[src/rtl/mcu_pkg.sv]
// Shared timer definitions: bus width, FSM encoding and TC-register bit positions
// used by both the controller and the timer peripheral.
package mcu_pkg;

    localparam int unsigned DATA_W = 16;

    typedef enum logic [1:0] {
        IDLE = 2'd0,
        STOP = 2'd1,
        RUN  = 2'd2
    } timer_state_t;

    // Bit positions of the timer strobes inside the controller's TC register
    localparam int unsigned TC_CS    = 3;
    localparam int unsigned TC_WR    = 2;
    localparam int unsigned TC_START = 1;
    localparam int unsigned TC_RD    = 0;

endpackage

[src/rtl/mcu_timer_if.sv]
// Controller-to-timer strobe bundle; the controller is the master, the timer the slave.
interface mcu_timer_if #(
    parameter int unsigned DATA_W = mcu_pkg::DATA_W
) ();

    logic              timer_cs;
    logic              timer_wr;
    logic              timer_start;
    logic              timer_rd;
    logic [DATA_W-1:0] timer_datain;
    logic [DATA_W-1:0] timer_value;
    logic              timer_INT;
    logic              timer_busy;

    modport master (
        output timer_cs,
        output timer_wr,
        output timer_start,
        output timer_rd,
        output timer_datain,
        input  timer_value,
        input  timer_INT,
        input  timer_busy
    );

    modport slave (
        input  timer_cs,
        input  timer_wr,
        input  timer_start,
        input  timer_rd,
        input  timer_datain,
        output timer_value,
        output timer_INT,
        output timer_busy
    );

endinterface

[src/rtl/mcu_prescaler.sv]
// Clock divider for the timer: tick is high on every PRESCALE-th enabled cycle.
module mcu_prescaler #(
    parameter int unsigned PRESCALE = 1
) (
    input  logic clk,
    input  logic rst,
    input  logic en,
    input  logic clr,
    output logic tick
);

    localparam int unsigned       CNT_W = (PRESCALE > 1) ? $clog2(PRESCALE) : 1;
    localparam logic [CNT_W-1:0] LAST  = CNT_W'(PRESCALE - 1);

    logic [CNT_W-1:0] cnt;

    // A clear suppresses the tick so a reload always beats a pending count
    assign tick = en & ~clr & (cnt == LAST);

    always_ff @(posedge clk or negedge rst) begin
        if (!rst) begin
            cnt <= '0;
        end else if (clr) begin
            cnt <= '0;
        end else if (en) begin
            cnt <= (cnt == LAST) ? '0 : cnt + CNT_W'(1);
        end
    end

endmodule

[src/rtl/mcu_timer.sv]
// Auto-reloading down-counter peripheral with a one-cycle expiry interrupt,
// controlled by the MCU controller's TC strobes.
module mcu_timer #(
    parameter int unsigned DATA_W   = mcu_pkg::DATA_W,
    parameter int unsigned PRESCALE = 1
) (
    input  logic         clk,
    input  logic         rst,
    mcu_timer_if.slave   bus
);

    import mcu_pkg::*;

    localparam logic [1:0] ST_IDLE = IDLE;
    localparam logic [1:0] ST_STOP = STOP;
    localparam logic [1:0] ST_RUN  = RUN;

    logic [1:0]        state;
    logic [1:0]        state_nxt;
    logic [DATA_W-1:0] count;
    logic [DATA_W-1:0] reload;
    logic [DATA_W-1:0] value_q;
    logic              wr_q;
    logic              int_q;
    logic              busy_q;

    logic              cs_c;
    logic              wr_edge_c;
    logic              run_c;
    logic              tick_c;
    logic              expire_c;

    assign cs_c      = bus.timer_cs;
    assign wr_edge_c = cs_c & bus.timer_wr & ~wr_q;
    assign run_c     = cs_c & bus.timer_start & (state != ST_IDLE);
    assign expire_c  = tick_c & (count == DATA_W'(1));

    // Counting stops while deselected so a dropped chip select behaves as a pause
    mcu_prescaler #(
        .PRESCALE (PRESCALE)
    ) u_prescaler (
        .clk  (clk),
        .rst  (rst),
        .en   ((state == ST_RUN) & cs_c),
        .clr  (wr_edge_c),
        .tick (tick_c)
    );

    always_ff @(posedge clk or negedge rst) begin
        if (!rst) begin
            state <= ST_IDLE;
        end else begin
            state <= state_nxt;
        end
    end

    // A load decides the state outright; otherwise run toggles STOP/RUN
    always_comb begin
        state_nxt = state;
        if (wr_edge_c) begin
            if (bus.timer_datain == '0) begin
                state_nxt = ST_IDLE;
            end else if (bus.timer_start) begin
                state_nxt = ST_RUN;
            end else begin
                state_nxt = ST_STOP;
            end
        end else begin
            case (state)
                ST_IDLE: state_nxt = ST_IDLE;
                ST_STOP: if (run_c)  state_nxt = ST_RUN;
                ST_RUN:  if (!run_c) state_nxt = ST_STOP;
                default: state_nxt = ST_IDLE;
            endcase
        end
    end

    always_ff @(posedge clk or negedge rst) begin
        if (!rst) begin
            wr_q   <= 1'b0;
            count  <= '0;
            reload <= '0;
            int_q  <= 1'b0;
            busy_q <= 1'b0;
        end else begin
            wr_q   <= cs_c & bus.timer_wr;
            int_q  <= expire_c;
            busy_q <= (state_nxt == ST_RUN);
            if (wr_edge_c) begin
                reload <= bus.timer_datain;
                count  <= bus.timer_datain;
            end else if (tick_c) begin
                count <= expire_c ? reload : count - DATA_W'(1);
            end
        end
    end

    // Read snapshot lags the live count by one cycle and holds when not read
    always_ff @(posedge clk or negedge rst) begin
        if (!rst) begin
            value_q <= '0;
        end else if (cs_c & bus.timer_rd) begin
            value_q <= count;
        end
    end

    assign bus.timer_value = value_q;
    assign bus.timer_INT   = int_q;
    assign bus.timer_busy  = busy_q;

endmodule

[src/flat_wrapper.sv]
// flat-port wrapper written by rule: the top's interface ports become plain ports
module mcu_timer_flat import mcu_pkg::*;
#(
    parameter int unsigned DATA_W   = mcu_pkg::DATA_W,
    parameter int unsigned PRESCALE = 1
)
  (clk, rst, bus_timer_cs, bus_timer_wr, bus_timer_start, bus_timer_rd, bus_timer_datain, bus_timer_value, bus_timer_INT, bus_timer_busy);
  mcu_timer_if #(.DATA_W(DATA_W)) bus_i ();
  input  logic clk;
  input  logic rst;
  input wire logic [$bits(bus_i.timer_cs)-1:0] bus_timer_cs;
  input wire logic [$bits(bus_i.timer_wr)-1:0] bus_timer_wr;
  input wire logic [$bits(bus_i.timer_start)-1:0] bus_timer_start;
  input wire logic [$bits(bus_i.timer_rd)-1:0] bus_timer_rd;
  input wire logic [$bits(bus_i.timer_datain)-1:0] bus_timer_datain;
  output wire logic [$bits(bus_i.timer_value)-1:0] bus_timer_value;
  output wire logic [$bits(bus_i.timer_INT)-1:0] bus_timer_INT;
  output wire logic [$bits(bus_i.timer_busy)-1:0] bus_timer_busy;
  assign bus_i.timer_cs = bus_timer_cs;
  assign bus_i.timer_wr = bus_timer_wr;
  assign bus_i.timer_start = bus_timer_start;
  assign bus_i.timer_rd = bus_timer_rd;
  assign bus_i.timer_datain = bus_timer_datain;
  assign bus_timer_value = bus_i.timer_value;
  assign bus_timer_INT = bus_i.timer_INT;
  assign bus_timer_busy = bus_i.timer_busy;
  mcu_timer #(.DATA_W(DATA_W), .PRESCALE(PRESCALE)) u_core (.clk(clk), .rst(rst), .bus(bus_i));
endmodule
[config.mk]
export PLATFORM = sky130hd
export DESIGN_NAME = mcu_timer_flat
export DESIGN_NICKNAME = d
export VERILOG_FILES = /design/src/rtl/mcu_pkg.sv /design/src/rtl/mcu_timer_if.sv /design/src/rtl/mcu_prescaler.sv /design/src/rtl/mcu_timer.sv /design/src/flat_wrapper.sv
export SDC_FILE = /design/constraint.sdc
export NUM_CORES = 1
export LEC_CHECK = 0
export ABC_AREA = 1
export CAP_MARGIN = 20
export CORE_ASPECT_RATIO = 0.7
export CORE_MARGIN = 1
export CORE_UTILIZATION = 50
export CTS_CLUSTER_DIAMETER = 50
export DETAILED_ROUTE_END_ITERATION = 16
export GPL_TIMING_DRIVEN = 0
export MAX_ROUTING_LAYER = met4
export PLACE_DENSITY = 0.83
export SLEW_MARGIN = 0
export SYNTH_ARGS = -nofsm -noshare
export SYNTH_HDL_FRONTEND = slang
export SYNTH_HIERARCHICAL = 1
export SYNTH_SLANG_ARGS = --single-unit
export TNS_END_PERCENT = 5
[constraint.sdc]
create_clock -name clk -period 1.6 [get_ports clk]
set_input_delay 0.4 -clock clk [delete_from_list [all_inputs] [get_ports clk]]
set_output_delay 0.4 -clock clk [all_outputs]
set_load 0.1 [all_outputs]
==> impl_metrics.json, run 1 <==
{
  "outcome": "complete, but fails checks",
  "failed_checks": "setup timing",
  "cp-start-kind": "register",
  "die_y_um": 66.73,
  "netlist_instances": 421,
  "vias": 2929,
  "path_clk_slew_ns": 0.09,
  "finalHoldViolations": 0,
  "drive_gt1_share_pct": 18.50,
  "synth_top_cell_by_area": "dfrtp_1",
  "post-dp-hpwl_mm": 5.754,
  "insertedDiodeCount": 0,
  "drt-pass1-iter-count": 5,
  "worst_pin_slew_ns": 0.5760,
  "timing.fmax_mhz": 569.7,
  "finish.instance_area_um2": 3727,
  "totalWireLength_mm": 7.796,
  "pwr_density_cell_nw_per_um2": 1111,
  "seqCellArea_um2": 1328,
  "drc_errors": 0,
  "grt_pass1_wl_mm": 12.59,
  "met3_usage_pct": 3.881,
  "cts_htree_levels": 2,
  "r2r-start": "u_core/state[0]$_DFF_PN0_",
  "cts_max_path_buffers": 2,
  "start_util_pct": 52.00,
  "multi_input_area_um2": 1404,
  "setup_viol_count_final": 17,
  "post-place-ws_ns": -0.9695,
  "wire_per_inst_um": 14.02,
  "core_area_um2": 5756,
  "grt_pass1_vias": 2590,
  "met1_usage_pct": 40.13,
  "rr_worst_depth": 14,
  "tns_ns": -1.746,
  "cts_root_buf": "clkbuf_8",
  "filler_cell_count": 511,
  "p_leak_nw": 1.930,
  "grtUsageTotal_pct": 27.41,
  "grt_setup_unrepaired": "true",
  "syn_area_um2": 2993,
  "crit_required_ns": 1.80,
  "grt_max_degree": 30,
  "fin_ws_ns": -0.1554,
  "die_x_um": 94.47,
  "cap_violations": 0,
  "yosysSeqAreaShare_pct": 44.31,
  "ys_ff_latch": 53,
  "place_congestion": 0.9088,
  "cts.sinks": 53,
  "critical_path_class": "register to register",
  "crit_fanout": 7,
  "cts_tree": "yes",
  "via_per_inst": 5.268,
  "numCtsBuffers": 5,
  "cp.arrival_ns": 1.96,
  "use_met2_pct": 39.58,
  "grt_most_used_layer": "met1",
  "syn_nets": 448,
  "synth_cell_types": 25,
  "rrSetupSlack_ns": -0.16,
  "nets": 507,
  "hold_class": "primary input to async pin",
  "ios": 40,
  "layout_min_cycle_time_ns": 1.755,
  "initialDrtViolationCount": 293,
  "skew_ns": 0.003445,
  "max_slew_margin_pct": 61.60,
  "dpl_cell_area_um2": 3506,
  "insertion_delay_ns": 0.31,
  "drtAntennaViolNets": 0,
  "yosysWarnings": 6,
  "ir_drop_mv": 0.4917,
  "final_max_slew_viol_count": 0,
  "netlist.area_leader.share_pct": 44.31,
  "crit_path_end_kind": "register",
  "avgSynthCellArea_um2": 7.109,
  "port_buffers": 39,
  "die_area_um2": 6304,
  "period_share_pct": 109.7,
  "row_count": 23,
  "synthTopCellsByArea": "dfrtp_1 (44%), nand2_1 (16%), inv_1 (9.2%)",
  "final_cell_mix": "nand2_1 (123), inv_1 (67), dfrtp_1 (52)",
  "layout_commonest_cell": "nand2_1",
  "antenna_found_initial": 0,
  "overflow": 0,
  "synthToLayoutAreaGrowth_pct": 24.54,
  "worst_r2r_endpoint": "u_core/count[4]$_DFFE_PN0P_"
}
## cell type report
class / instances / area share [%]
inverter: 76 / 7.654
multi-input combinational: 281 / 37.66
tap: 75 / 2.518
sequential: 53 / 35.62
clock inverter: 2 / 0.4028
clock buffer: 6 / 1.947
buffer: 11 / 2.450
timing repair buffer: 52 / 11.75
## cell usage after synthesis
| cell | number |
|---|---|
| inv_2 | 3 |
| a21oi_1 | 2 |
| buf_4 | 3 |
| nand2_4 | 1 |
| nand3_1 | 37 |
| nand4_1 | 1 |
| nor2_1 | 37 |
| nand3_2 | 1 |
| a21o_1 | 1 |
| ha_1 | 5 |
| nor2_4 | 5 |
| nand2_2 | 2 |
| dfrtp_1 | 53 |
| nor2_2 | 3 |
| nand3b_1 | 2 |
| nor3_1 | 1 |
| xnor2_1 | 1 |
| nand2_1 | 129 |
| nor2_8 | 1 |
| xor2_1 | 1 |
| o21ai_0 | 51 |
| inv_1 | 73 |
| buf_6 | 1 |
| clkbuf_1 | 3 |
| buf_2 | 4 |
## sequential cells by signal (all words and copies together) (netlist names)
signal and count:
u_core/state 2, u_core/count 16, u_core/wr_q 1, u_core/bus.timer_INT 1, u_core/reload 16, u_core/bus.timer_busy 1
u_core/bus.timer_value 16
## timing repair
action / CTS / global route
setup buffers: 9 / 3
setup endpoints to repair: 40 / 19
pin swaps: 7 / 13
hold buffers: 0 / 0
resized for setup: 106 / 25
cloned: 0 / 0
## metal layers
| layer | vias up | wire length (um) |
|---|---|---|
| li1 | 1405 | - |
| met1 | 1379 | 3641 |
| met2 | 127 | 3401 |
| met3 | 18 | 617 |
| met4 | 0 | 135 |
| met5 | - | 0 |
## report_power, final
group | internal, mW | switching, mW
clock network | 0.309 | 0.441
registers | 1.56 | 0.164
logic | 0.395 | 1.27
total | 2.27 | 1.87
## worst max-delay path, stage by stage (launching register included)
cell and delay, ns:
dfrtp_1 0.40, inv_2 0.09, ha_4 0.14, nand2_2 0.04
inv_2 0.05, inv_2 0.03, nor2_4 0.17, nand3_2 0.10
nor2_2 0.12, nand2_2 0.07, nor2_4 0.13, buf_12 0.14
nor2_4 0.03, nor2_2 0.08, nor2_1 0.05
## stage by stage
step	cells	total power, mW	hold slack (ns)	util (%)
3_3_place_gp	535	3.361	0.4657	60.65
3_5_place_dp	536	3.415	0.4267	60.91
4_1_cts	553	4.101	0.09312	63.33
2_1_floorplan	421	2.940	0.1044	-
6_report	556	4.143	0.07564	64.76
5_1_grt	556	4.384	0.1118	64.76
## how the worst max path moves through the flow
stage / end / slack [ns] / cells past startpoint / start
after CTS: u_core/count[4]$_DFFE_PN0P_ / -0.11 / 14 / u_core/state[0]$_DFF_PN0_
after detailed placement: u_core/count[7]$_DFFE_PN0P_ / -0.97 / 12 / bus_timer_cs
after global routing: u_core/count[4]$_DFFE_PN0P_ / -0.24 / 14 / u_core/state[0]$_DFF_PN0_
after floorplan: u_core/count[3]$_DFFE_PN0P_ / 0.004 / 13 / u_core/state[0]$_DFF_PN0_
after global placement: u_core/reload[12]$_DFFE_PN0P_ / -1.41 / 1 / rst
final: u_core/count[4]$_DFFE_PN0P_ / -0.16 / 14 / u_core/state[0]$_DFF_PN0_
## logic make-up (layout without fill, tap and decap cells)
| group | count (synthesis) | after routing | share of synthesized area [%] |
|---|---|---|---|
| XOR/XNOR | 2 | 2 | 0.5854 |
| AO/OA/AOI/OAI | 54 | 54 | 9.114 |
| buffers and inverters | 87 | 147 | 11.71 |
| flip-flops | 53 | 53 | 44.31 |
| adder cells (fa/ha/maj) | 5 | 5 | 2.090 |
| AND/OR/NAND/NOR | 220 | 220 | 32.19 |
(Power assumes the default switching activity.)
==> run 2: changes to the inputs <==
--- a/config.mk
+++ b/config.mk
@@ -7,7 +7,7 @@
 export LEC_CHECK = 0
 export ABC_AREA = 1
 export CAP_MARGIN = 20
-export CORE_ASPECT_RATIO = 0.7
+export CORE_ASPECT_RATIO = 1.1
 export CORE_MARGIN = 1
 export CORE_UTILIZATION = 50
 export CTS_CLUSTER_DIAMETER = 50
==> run 2 against run 1 <==
The flow still finishes with violations (setup timing). Critical path type unchanged. Sequential cell count stayed put. Sequential power hardly changed. Setup slack worse by 0.073 ns. Final cell count stayed put. First-iteration DRC count is 7.2% lower. Highest routed layer unchanged.
==> impl_metrics.json, run 2 (same netlist as run 1, synthesis figures left out) <==
{
  "nets": 505,
  "cts_max_path_buffers": 2,
  "insertedDiodeCount": 0,
  "crit_required_ns": 1.80,
  "seqCellArea_um2": 1326,
  "hold_class": "primary input to async pin",
  "max_slew_margin_pct": 59.31,
  "cts.sinks": 53,
  "insertion_delay_ns": 0.30,
  "pwr_density_cell_nw_per_um2": 1116,
  "cts_tree": "yes",
  "top_layer": "met4",
  "crit_fanout": 5,
  "drive_gt1_share_pct": 17.33,
  "cts_root_buf": "clkbuf_8",
  "finish.instance_area_um2": 3712,
  "drtAntennaViolNets": 0,
  "drt-pass1-iter-count": 5,
  "filler_cell_count": 482,
  "place_congestion": 0.9907,
  "overflow": 0,
  "setup_viol_count_final": 17,
  "worst_pin_slew_ns": 0.6104,
  "skew_ns": 0.005447,
  "vias": 2824,
  "fin_hold_ws_ns": 0.09547,
  "post-place-ws_ns": -0.8668,
  "die_x_um": 75.77,
  "die_area_um2": 6299,
  "wl_met1_mm": 3.094,
  "grt_pass1_vias": 2647,
  "cts_hold_buf": 0,
  "final_cell_mix": "nand2_1 (122), inv_1 (71), dfrtp_1 (53)",
  "grt_pass1_wl_mm": 11.98,
  "layout_commonest_cell": "nand2_1",
  "ir_drop_mv": 0.6100,
  "finalHoldViolations": 0,
  "crit_path_end_kind": "register",
  "die_y_um": 83.15,
  "grt_max_degree": 28,
  "cap_violations": 0,
  "ios": 40,
  "grtUsageTotal_pct": 25.88,
  "antenna_found_initial": 0,
  "initialDrtViolationCount": 272,
  "routed-wl-met2_mm": 3.748,
  "utilization_pct": 64.35,
  "wl_met3_um": 377,
  "drc_errors": 0,
  "port_buffers": 39,
  "multi_input_area_um2": 1411,
  "tns_ns": -2.841,
  "numCtsBuffers": 5,
  "p_leak_nw": 1.939,
  "row_count": 29,
  "core_area_um2": 5769,
  "final_max_slew_viol_count": 0,
  "cp-start-kind": "register",
  "wire_per_inst_um": 13.35,
  "fin_ws_ns": -0.2285,
  "via_per_inst": 5.079,
  "path_clk_slew_ns": 0.09,
  "critical_path_class": "register to register",
  "dpl_cell_area_um2": 3508,
  "start_util_pct": 51.88,
  "synthToLayoutAreaGrowth_pct": 24.04,
  "totalWireLength_mm": 7.421,
  "outcome": "complete, but fails checks",
  "failed_checks": "setup timing",
  "layout_min_cycle_time_ns": 1.829,
  "period_share_pct": 114.3,
  "timing.fmax_mhz": 546.9,
  "grt_setup_unrepaired": "true",
  "post-dp-hpwl_mm": 5.478,
  "cts_htree_levels": 2,
  "cp.arrival_ns": 2.03
}
run 2: cell type report:
cell class	count	area share [%]
buffer	11	2.258
clock buffer	6	2.224
clock inverter	2	0.3707
inverter	76	7.685
multi-input combinational	281	38.02
sequential	53	35.73
tap	77	2.595
timing repair buffer	50	11.12
run 2: critical path, cell delays in order (launching register included):
cell and delay (ns):
dfrtp_1 0.42, inv_2 0.10, ha_4 0.14, nand2_1 0.04, inv_1 0.06, inv_2 0.04, nor2_4 0.18, nand3_2 0.10
nor2_2 0.12, nand2_2 0.08, nor2_4 0.12, buf_6 0.15, nor2_1 0.04, nor2_1 0.08, nor2_1 0.04
run 2: worst paths after layout:
| path | depth (start not counted) | to | slack, ns | start |
|---|---|---|---|---|
| worst max-delay path | 14 | u_core/count[4]$_DFFE_PN0P_ | -0.23 | u_core/state[0]$_DFF_PN0_ |
| worst min-delay path | 1 | u_core/count[11]$_DFFE_PN0P_ | 0.1 | rst |
| worst max register to register | 14 | u_core/count[4]$_DFFE_PN0P_ | -0.23 | u_core/state[0]$_DFF_PN0_ |
| worst min register to register | 2 | u_core/bus.timer_value[8]$_DFFE_PN0P_ | 0.48 | u_core/bus.timer_value[8]$_DFFE_PN0P_ |
| max in group asynchronous | 2 | u_core/count[8]$_DFFE_PN0P_ | 0.94 | rst |
| min in group clk | 3 | u_core/wr_q$_DFF_PN0_ | 0.43 | bus_timer_wr |
run 2: layer usage:
layer  vias up  global-route usage [%]
met2       103                   43.04
met4         0                   8.249
li1       1400                       -
met3        23                   4.005
met5         -                       -
met1      1298                   31.58
run 2: through the flow:
step,std cells,power (mW)
after floorplan,421,2.940
after global placement,537,3.347
after detailed placement,538,3.395
after CTS,555,4.120
after global routing,556,4.361
final,556,4.141
run 2: what timing repair did:
action,in CTS,in global routing
pin swaps,5,11
gates resized for setup,102,22
endpoints found under the hold margin,0,0
setup endpoints to repair,35,19
setup buffers,9,1
run 2: power breakdown:
part	switching (mW)	internal (mW)	total, mW
registers	0.166	1.56	1.73
clock network	0.441	0.352	0.792
logic	1.24	0.379	1.62
total	1.85	2.29	4.14
==> run 3: changes to the inputs <==
--- a/config.mk
+++ b/config.mk
@@ -12,6 +12,7 @@
 export CORE_UTILIZATION = 50
 export CTS_CLUSTER_DIAMETER = 50
 export DETAILED_ROUTE_END_ITERATION = 16
+export GPL_ROUTABILITY_DRIVEN = 0
 export GPL_TIMING_DRIVEN = 0
 export MAX_ROUTING_LAYER = met4
 export PLACE_DENSITY = 0.83
==> run 3 against run 2 <==
The flow still finishes with violations (setup timing). Utilization rose by 0.30 points. Global-route usage rose by 2.6 points. Register-to-register slack improved by 0.07 ns. Largest cell class unchanged.
==> impl_metrics.json, run 3 (same netlist as run 1, synthesis figures left out) <==
{
  "grtUsageTotal_pct": 28.48,
  "p_leak_nw": 1.944,
  "slowest_stage": "dfrtp_1",
  "port_buffers": 39,
  "die_area_um2": 6299,
  "skew_ns": 0.007475,
  "cpMostUsedCell": "nand2_1",
  "drt-pass1-iter-count": 6,
  "outcome": "complete, but fails checks",
  "path_clk_slew_ns": 0.09,
  "totalWireLength_mm": 7.966,
  "initialDrtViolationCount": 376,
  "die_y_um": 83.15,
  "setup_viol_count_final": 16,
  "drtAntennaViolNets": 0,
  "layout_min_cycle_time_ns": 1.758,
  "ir_drop_mv": 0.6545,
  "finish.instance_area_um2": 3730,
  "numCtsBuffers": 5,
  "cp-start-kind": "register",
  "overflow": 0,
  "multi_input_area_um2": 1409,
  "crit_path_end_kind": "register",
  "core_area_um2": 5769,
  "failed_checks": "setup timing",
  "cts_tree": "yes",
  "crit_required_ns": 1.85,
  "ios": 40,
  "start_util_pct": 51.88,
  "p_clk_share_pct": 21.1,
  "wire_per_inst_um": 14.28,
  "via_per_inst": 5.323,
  "vias": 2970,
  "grt_pass1_vias": 2915,
  "layout_commonest_cell": "nand2_1",
  "nets": 507,
  "fin_hold_ws_ns": 0.06701,
  "final_cell_mix": "nand2_1 (126), inv_1 (70), dfrtp_1 (52)",
  "synthToLayoutAreaGrowth_pct": 24.62,
  "drive_gt1_share_pct": 16.63,
  "tns_ns": -1.943,
  "cap_violations": 0,
  "drc_errors": 0,
  "period_share_pct": 109.9,
  "antenna_found_initial": 0,
  "fin_ws_ns": -0.1579,
  "grt_max_degree": 30,
  "p_int_mw": 2.419,
  "worst_pin_slew_ns": 0.5561,
  "grt_pass1_wl_mm": 13.13,
  "final_max_slew_viol_count": 0,
  "cpPeakStageDelay_ns": 0.40,
  "cp.arrival_ns": 2.01,
  "worst-path-buf-inv": 6,
  "die_x_um": 75.77,
  "dpl_cell_area_um2": 3508,
  "post-dp-hpwl_mm": 5.669,
  "cts_root_buf": "clkbuf_8",
  "finalHoldViolations": 0,
  "cts_htree_levels": 2,
  "power_switching_mw": 1.864,
  "insertion_delay_ns": 0.31,
  "post-place-ws_ns": -0.8868,
  "grt_setup_unrepaired": "true",
  "swShare_pct": 43.52,
  "insertedDiodeCount": 0,
  "seqPwrFrac_pct": 40.5,
  "critical_path_class": "register to register",
  "cts_hold_buf": 0,
  "cp_num_cells": 13,
  "max_slew_margin_pct": 62.93,
  "filler_cell_count": 459,
  "rr_worst_depth": 13,
  "hold_class": "primary input to async pin",
  "cts_max_path_buffers": 2,
  "crit_fanout": 10,
  "crit_family": "buffers and inverters",
  "row_count": 29,
  "timing.fmax_mhz": 568.9,
  "cts.sinks": 53,
  "cp_cell_sequence": "inv_2 -> ha_4 -> nand2_1 -> inv_1 -> inv_2 -> nor2_4 -> inv_1 -> nor2_4 -> buf_6 -> nand2_1 -> inv_1 -> nand2_1 -> nand2_1",
  "seqCellArea_um2": 1328,
  "pwr_density_cell_nw_per_um2": 1148,
  "power_frac_comb_pct": 38.4
}
-- run 3: changes by cell type in the layout (fill, tap and decap cells not counted), sizes merged --
cell / delta
nor2: +2
buf: +1
bufinv: +1
clkdlybuf4s15: +1
clkdlybuf4s18: -1
clkinv: -1
dlygate4sd2: -1
-- run 3: area by class of cell --
class | instances | area share, %
multi-input cells | 283 | 37.77
well taps | 77 | 2.583
repair buffers | 50 | 11.17
clock buffers | 6 | 1.946
inverters | 76 | 7.648
plain buffers | 11 | 2.248
clock inverters | 2 | 1.040
flip-flops and latches | 53 | 35.59
-- run 3: layer usage --
metal	GRT usage, %	vias to the layer above	routed length (um)
met5	-	-	0
met4	16.16	0	395
met3	5.218	48	487
met2	44.49	157	3942
met1	33.73	1360	3141
li1	-	1405	-
-- run 3: final timing paths --
kind | slack, ns | start | endpoint
max | -0.16 | u_core/state[0]$_DFF_PN0_ | u_core/count[13]$_DFFE_PN0P_
min | 0.07 | rst | u_core/bus.timer_value[11]$_DFFE_PN0P_
max reg2reg | -0.16 | u_core/state[0]$_DFF_PN0_ | u_core/count[13]$_DFFE_PN0P_
min reg2reg | 0.49 | u_core/bus.timer_value[6]$_DFFE_PN0P_ | u_core/bus.timer_value[6]$_DFFE_PN0P_
max in group asynchronous | 0.96 | rst | u_core/state[1]$_DFF_PN0_
min in group clk | 0.49 | u_core/bus.timer_value[6]$_DFFE_PN0P_ | u_core/bus.timer_value[6]$_DFFE_PN0P_
-- run 3: power groups by stage --
stage	combinational (mW)	sequential (mW)	clock [mW]
after floorplan	0.613	2.33	0
after global placement	1.60	1.74	0
after detailed placement	1.65	1.76	0
after CTS	1.62	1.73	0.918
after global routing	1.77	1.76	0.987
final	1.65	1.73	0.903
-- run 3: through the flow --
stage	cells	total power, mW	utilization, %
3_5_place_dp	538	3.410	60.81
4_1_cts	558	4.267	64.63
2_1_floorplan	421	2.940	-
3_3_place_gp	537	3.346	60.55
6_report	558	4.283	64.65
5_1_grt	558	4.517	64.65
-- run 3: timing repair --
item / 4_1_cts / 5_1_grt
cloned: 3 / 0
gates resized for setup: 114 / 7
setup buffers: 9 / 0
setup endpoints to repair: 35 / 19
pin swaps: 17 / 4
